`src/rtl/pe_gin_fifo_if.sv`:
```
// GIN delivery channel between the multicast controller, the PE input FIFO and the PE datapath.
// The slave modport is the FIFO's view; the master modport is the surrounding logic's view.
interface pe_gin_fifo_if #(
    parameter int DATA_WIDTH = 64,
    parameter int DEPTH      = 4,
    parameter int CNT_WIDTH  = $clog2(DEPTH) + 1
);
    logic [DATA_WIDTH-1:0] data_in;
    logic                  enable_in;
    logic                  ready_out;
    logic [DATA_WIDTH-1:0] data_out;
    logic                  valid_out;
    logic                  ready_in;
    logic [CNT_WIDTH-1:0]  count;
    logic                  overflow;

    modport slave (
        input  data_in,
        input  enable_in,
        input  ready_in,
        output ready_out,
        output data_out,
        output valid_out,
        output count,
        output overflow
    );

    modport master (
        output data_in,
        output enable_in,
        output ready_in,
        input  ready_out,
        input  data_out,
        input  valid_out,
        input  count,
        input  overflow
    );
endinterface

```
`src/rtl/pe_gin_fifo.sv`:
```
// DEPTH-entry input FIFO between the GIN multicast controller and a PE datapath.
// Ready/valid outputs come from registered state only; a sticky flag records any write attempted while full.
module pe_gin_fifo #(
    parameter int DATA_WIDTH = 64,
    parameter int DEPTH      = 4,
    parameter int CNT_WIDTH  = $clog2(DEPTH) + 1
) (
    input  logic             clk,
    input  logic             reset,
    pe_gin_fifo_if.slave     bus
);
    localparam int                   PTR_WIDTH = $clog2(DEPTH);
    localparam logic [CNT_WIDTH-1:0] FULL_CNT  = CNT_WIDTH'(DEPTH);

    logic [DATA_WIDTH-1:0] mem [DEPTH];
    logic [PTR_WIDTH-1:0]  wr_ptr;
    logic [PTR_WIDTH-1:0]  rd_ptr;
    logic [CNT_WIDTH-1:0]  cnt;
    logic                  overflow_q;
    logic                  not_full;
    logic                  not_empty;
    logic                  do_write;
    logic                  do_read;

    assign not_full  = (cnt != FULL_CNT);
    assign not_empty = (cnt != '0);
    assign do_write  = bus.enable_in && not_full;
    assign do_read   = not_empty && bus.ready_in;

    assign bus.ready_out = not_full;
    assign bus.valid_out = not_empty;
    assign bus.data_out  = not_empty ? mem[rd_ptr] : '0;
    assign bus.count     = cnt;
    assign bus.overflow  = overflow_q;

    // Storage has no reset; a write presented during reset is simply dropped.
    always_ff @(posedge clk) begin
        if (!reset && do_write) begin
            mem[wr_ptr] <= bus.data_in;
        end
    end

    // DEPTH is a power of two, so plain pointer increment wraps modulo DEPTH.
    always_ff @(posedge clk) begin
        if (reset) begin
            wr_ptr     <= '0;
            rd_ptr     <= '0;
            cnt        <= '0;
            overflow_q <= 1'b0;
        end else begin
            if (do_write) begin
                wr_ptr <= wr_ptr + PTR_WIDTH'(1);
            end
            if (do_read) begin
                rd_ptr <= rd_ptr + PTR_WIDTH'(1);
            end
            case ({do_write, do_read})
                2'b10:   cnt <= cnt + CNT_WIDTH'(1);
                2'b01:   cnt <= cnt - CNT_WIDTH'(1);
                default: cnt <= cnt;
            endcase
            if (bus.enable_in && !not_full) begin
                overflow_q <= 1'b1;
            end
        end
    end
endmodule

```
`src/flat_wrapper.sv`:
```
// flat-port wrapper written by rule: the top's interface ports become plain ports
module pe_gin_fifo_flat 
#(
    parameter int DATA_WIDTH = 64,
    parameter int DEPTH      = 4,
    parameter int CNT_WIDTH  = $clog2(DEPTH) + 1
)
  (clk, reset, bus_data_in, bus_enable_in, bus_ready_in, bus_ready_out, bus_data_out, bus_valid_out, bus_count, bus_overflow);
  pe_gin_fifo_if #(.DATA_WIDTH(DATA_WIDTH), .DEPTH(DEPTH), .CNT_WIDTH(CNT_WIDTH)) bus_i ();
  input  logic clk;
  input  logic reset;
  input wire logic [$bits(bus_i.data_in)-1:0] bus_data_in;
  input wire logic [$bits(bus_i.enable_in)-1:0] bus_enable_in;
  input wire logic [$bits(bus_i.ready_in)-1:0] bus_ready_in;
  output wire logic [$bits(bus_i.ready_out)-1:0] bus_ready_out;
  output wire logic [$bits(bus_i.data_out)-1:0] bus_data_out;
  output wire logic [$bits(bus_i.valid_out)-1:0] bus_valid_out;
  output wire logic [$bits(bus_i.count)-1:0] bus_count;
  output wire logic [$bits(bus_i.overflow)-1:0] bus_overflow;
  assign bus_i.data_in = bus_data_in;
  assign bus_i.enable_in = bus_enable_in;
  assign bus_i.ready_in = bus_ready_in;
  assign bus_ready_out = bus_i.ready_out;
  assign bus_data_out = bus_i.data_out;
  assign bus_valid_out = bus_i.valid_out;
  assign bus_count = bus_i.count;
  assign bus_overflow = bus_i.overflow;
  pe_gin_fifo #(.DATA_WIDTH(DATA_WIDTH), .DEPTH(DEPTH), .CNT_WIDTH(CNT_WIDTH)) u_core (.clk(clk), .reset(reset), .bus(bus_i));
endmodule
```
`config.mk`:
```
export PLATFORM = sky130hd
export DESIGN_NAME = pe_gin_fifo_flat
export DESIGN_NICKNAME = d
export VERILOG_FILES = /design/src/rtl/pe_gin_fifo_if.sv /design/src/rtl/pe_gin_fifo.sv /design/src/flat_wrapper.sv
export SDC_FILE = /design/constraint.sdc
export NUM_CORES = 1
export LEC_CHECK = 0
export BUFFER_PORTS_ARGS = -buffer_cell sky130_fd_sc_hd__buf_2
export CAP_MARGIN = 40
export CELL_PAD_IN_SITES_DETAIL_PLACEMENT = 1
export CELL_PAD_IN_SITES_GLOBAL_PLACEMENT = 1
export CORE_ASPECT_RATIO = 1.5
export CORE_MARGIN = 4
export CORE_UTILIZATION = 50
export CTS_CLUSTER_DIAMETER = 120
export DETAILED_ROUTE_END_ITERATION = 7
export GPL_TIMING_DRIVEN = 0
export MAX_ROUTING_LAYER = met4
export PLACE_DENSITY = 0.77
export RECOVER_POWER = 25
export SLEW_MARGIN = 15
export SYNTH_ARGS = -nofsm -noshare
export SYNTH_HDL_FRONTEND = slang
export SYNTH_SLANG_ARGS = --single-unit
```
`constraint.sdc`:
```
create_clock -name clk -period 12.46 [get_ports clk]
set_clock_uncertainty 0.2 [all_clocks]
set_input_delay 3.115 -clock clk [delete_from_list [all_inputs] [get_ports clk]]
set_output_delay 3.115 -clock clk [all_outputs]
set_load 0.05 [all_outputs]
```
==> metrics.log <==
INFO  metric drt-vias-per-instance = between 5 and 6
INFO  metric drt-total-wl = 20600 um
INFO  metric share_clk_of_total_power = 0.256
INFO  metric number_of_register_bits_inferred_by_synthesis = 266
INFO  metric finalWorstSetupSlack = 6.60 ns
INFO  metric path_max_fanout = 10
INFO  metric synth.top_cell.area_share = 0.751
INFO  metric die-area = 22900 um2
INFO  metric min_period = between 5 and 6 ns
INFO  metric critPathArrivalTime = 2.54 ns
INFO  metric r2r.worst_path.cells = 9
INFO  metric switching_share = 0.374
INFO  metric syn_area = a little over 10000 um2
INFO  metric worst_setup_path_endpoint = bus_data_out[35]
INFO  metric placement.setup.worst_slack = roughly 6.7 ns
INFO  metric dpl_cell_area = 11600 um2
INFO  metric number_of_antenna_violations_at_the_first_check_in_global_routing = 0
INFO  metric remaining_drc_errors = 0
INFO  metric cts_buffers = 24
INFO  metric finalSetupViolCount = 0
INFO  metric worstPathRequired = a little over 9 ns
INFO  metric final_area = 12300 um2
INFO  metric leakage = 0.00425 uW
INFO  metric tritoncts = built
INFO  metric cts_htree_levels = 1
INFO  metric vias_post_dr = ~5000
INFO  metric gpl.final_weighted_congestion = just over 0.7
INFO  metric reg2reg_setup_slack = between 9 and 10 ns
INFO  metric drt_first_pass_iters = 4
INFO  metric share_seq_of_total_power = 0.359
INFO  metric y_dimension_of_the_die = roughly 180 um
INFO  metric cts_num_sinks = around 270
INFO  metric clk_path_buf_depth = 3
INFO  metric path_class = flip-flop to output port
INFO  metric grt_pass1_vias = around 5700
INFO  metric net_count_final = between 700 and 800
INFO  metric yosys-top-cells-area = sky130_fd_sc_hd__edfxtp_1, sky130_fd_sc_hd__mux4_2, sky130_fd_sc_hd__and2_1
INFO  metric die_w = roughly 120 um
INFO  metric worstSetupEndpointType = output port
INFO  metric grt_setup_unrepaired = false
INFO  metric syn_nets = 534
INFO  metric hold_viol_final = 0
INFO  metric reg2reg_to = u_core.mem[1][3]
INFO  metric startpoint_type = flip-flop
INFO  metric num_io_pins = about 140
INFO  metric overflow = 0
INFO  metric netSwitchingPower = between 1000 and 1500 uW
INFO  metric grt.total_usage = 0.188
INFO  metric cts_repair_resize_count = 0
INFO  metric holdBufCountCts = 0
INFO  metric start_util = 0.514
INFO  metric maximum_number_of_pins_on_one_net_before_global_route_repair = 16
INFO  metric final_layout_size_suffix_gt1_frac = 0.361
INFO  metric antenna_left = 0
INFO  metric clock_latency = 0.51 ns
INFO  metric p_per_area = approximately 240 nW/um2
INFO  metric outcome = finished clean
INFO  metric placement.io_buffers = 137
INFO  metric area_growth_syn_to_layout = 20.2%
INFO  metric timing.final.crit_share = 0.470
INFO  metric drtIter0Drc = around 250
INFO  metric internal_power = 1830 uW
INFO  metric r2r-start = u_core.bus.count[0]
INFO  metric worst_hold_path_type = flip-flop to flip-flop
INFO  metric timing.max_slew.rel_slack = 0.475
INFO  metric synth_warnings = 0
INFO  metric cts_setup_buffers = 0
INFO  metric ir_worst_vdd = 140 uV
INFO  metric fin_hold_ws = ~0.28 ns
INFO  metric setup.worst_path.start = u_core.bus.count[0]
INFO  metric combinationalPowerShare = 0.385
INFO  metric diodes = 0
INFO  metric buffer_type_at_the_clock_tree_root = sky130_fd_sc_hd__clkbuf_16
INFO  metric grt_first_pass_wirelength = about 32000 um
INFO  metric clock_transition_time_at_the_flip_flop_clock_pins_of_the_worst_setup_and_hold_paths = around 0.06 ns
INFO  metric timing.max_cap.violations = 0
INFO  metric worstMarginPinSlew = roughly 0.8 ns
INFO  metric yosysUniqueCellTypes = 26
INFO  metric postSynthAreaPerCell = roughly 22 um2
INFO  metric layout.filler_cells = 1737
INFO  metric holdCritStartpoint = u_core.bus.overflow
INFO  metric maxSlewViolCount = 0
INFO  metric synth_top_cell_by_area = sky130_fd_sc_hd__edfxtp_1
INFO  metric clock.fmax = approximately 170 MHz
INFO  metric core.rowCount = 63
INFO  metric seq_area_frac_synth = 0.770
INFO  metric totalNegativeSetupSlack = 0 ns
INFO  metric dp_hpwl = between 10000 and 15000 um
INFO  metric core_region_area = 19900 um2
INFO  metric syn_inst = 460
INFO  metric post_drt_wl_per_cell = 22.1 um
final cells by class:
class | instances | area (um2) | share of cell area
Clock buffer | 26 | 629 | 0.0511
Sequential cell | 266 | 7890 | 0.641
Buffer | 23 | 201 | 0.0164
Timing Repair Buffer | 170 | 918 | 0.0746
Tap cell | 260 | 325 | 0.0264
Multi-Input combinational cell | 165 | 2150 | 0.175
Inverter | 6 | 22.5 | 0.00183
Clock inverter | 15 | 173 | 0.0140
cells by family (layout without fill, tap and decap cells):
family | after synthesis | count (layout) | share of synthesized area
multiplexers | 64 | 64 | 0.142
AO/OA/AOI/OAI | 10 | 10 | 0.00635
flip-flops | 266 | 266 | 0.770
AND/OR/NAND/NOR | 81 | 81 | 0.0480
XOR/XNOR | 4 | 4 | 0.00342
adder cells (fa/ha/maj) | 6 | 6 | 0.00806
buffers and inverters | 29 | 240 | 0.0219
cell usage after synthesis (all sizes together):
| cell type | number |
|---|---|
| o311ai | 1 |
| a41oi | 1 |
| clkbuf | 10 |
| ha | 5 |
| nand3 | 2 |
| nand2 | 1 |
| edfxtp | 256 |
| and2 | 64 |
| or3 | 2 |
| nor2 | 7 |
| fa | 1 |
| a21oi | 4 |
| a21o | 2 |
| mux4 | 64 |
| dfxtp | 10 |
| o21ai | 1 |
| inv | 6 |
| nor3b | 4 |
| xor2 | 4 |
| o31ai | 1 |
| buf | 13 |
| or3b | 1 |
metal layers:
layer | vias up | GRT usage | wire, um
met1 | 2631 | 0.217 | 7760
met5 | - | - | 0
met4 | 0 | 0.0438 | 340
met2 | 108 | 0.343 | 11600
li1 | 2263 | - | -
met3 | 22 | 0.0338 | 941
worst max-delay path, cell delays in order (launching register included):
cell and delay [ns]:
sky130_fd_sc_hd__dfxtp_1 0.47, sky130_fd_sc_hd__or3_1 0.19, sky130_fd_sc_hd__clkbuf_1 0.44, sky130_fd_sc_hd__clkbuf_1 0.42, sky130_fd_sc_hd__and2_1 0.23, sky130_fd_sc_hd__buf_2 0.27
cells in the final DEF (no fill, tap or decap):
cell type / instances
sky130_fd_sc_hd__bufinv_16: 4
sky130_fd_sc_hd__and2_1: 64
sky130_fd_sc_hd__clkinv_1: 5
sky130_fd_sc_hd__fa_1: 1
sky130_fd_sc_hd__nand3_1: 2
sky130_fd_sc_hd__xor2_1: 4
sky130_fd_sc_hd__clkinv_2: 5
sky130_fd_sc_hd__nor2_1: 7
sky130_fd_sc_hd__buf_2: 101
sky130_fd_sc_hd__dfxtp_1: 10
sky130_fd_sc_hd__buf_4: 23
sky130_fd_sc_hd__ha_1: 5
sky130_fd_sc_hd__mux4_1: 4
sky130_fd_sc_hd__o31ai_1: 1
sky130_fd_sc_hd__or3_1: 2
sky130_fd_sc_hd__buf_12: 6
sky130_fd_sc_hd__a41oi_1: 1
sky130_fd_sc_hd__clkbuf_1: 51
sky130_fd_sc_hd__o311ai_0: 1
sky130_fd_sc_hd__mux4_2: 60
sky130_fd_sc_hd__a21oi_1: 4
sky130_fd_sc_hd__inv_6: 1
sky130_fd_sc_hd__or3b_1: 1
sky130_fd_sc_hd__o21ai_0: 1
sky130_fd_sc_hd__nor3b_2: 4
sky130_fd_sc_hd__a21o_1: 2
sky130_fd_sc_hd__buf_6: 11
sky130_fd_sc_hd__inv_1: 6
sky130_fd_sc_hd__clkbuf_16: 25
sky130_fd_sc_hd__clkbuf_2: 2
sky130_fd_sc_hd__edfxtp_1: 256
sky130_fd_sc_hd__nand2_1: 1
flip-flops by register name, summed over array words and instances (netlist names), named ones only:
register and cells:
u_core.bus.count 3, u_core.rd_ptr 2, u_core.bus.overflow 1, u_core.wr_ptr 2, u_core.mem 256
power groups by stage:
| stage | combinational [uW] | clock (uW) | sequential [uW] |
|---|---|---|---|
| finish | 1130 | 747 | 1050 |
| detailed placement | 1150 | 0 | 1070 |
| floorplan | 854 | 0 | 1080 |
| global placement | 1120 | 0 | 1070 |
| CTS | 1150 | 768 | 1050 |
| global route | 1200 | 801 | 1050 |
worst min path at each step:
stage | depth (start not counted) | to | slack [ns]
after CTS | 2 | u_core.bus.overflow | 0.29
after floorplan | 2 | flip-flop | 0.28
after global placement | 2 | u_core.bus.overflow | 0.25
after detailed placement | 2 | u_core.bus.overflow | 0.28
after global routing | 2 | u_core.bus.overflow | 0.32
final | 2 | u_core.bus.overflow | 0.28
stage by stage:
step | util | instances | power, uW
floorplan | - | 460 | 1940
global placement | 0.564 | 857 | 2200
detailed placement | 0.580 | 890 | 2220
CTS | 0.620 | 931 | 2970
global route | 0.617 | 931 | 3050
finish | 0.617 | 931 | 2920
(Power assumes the default switching activity.)
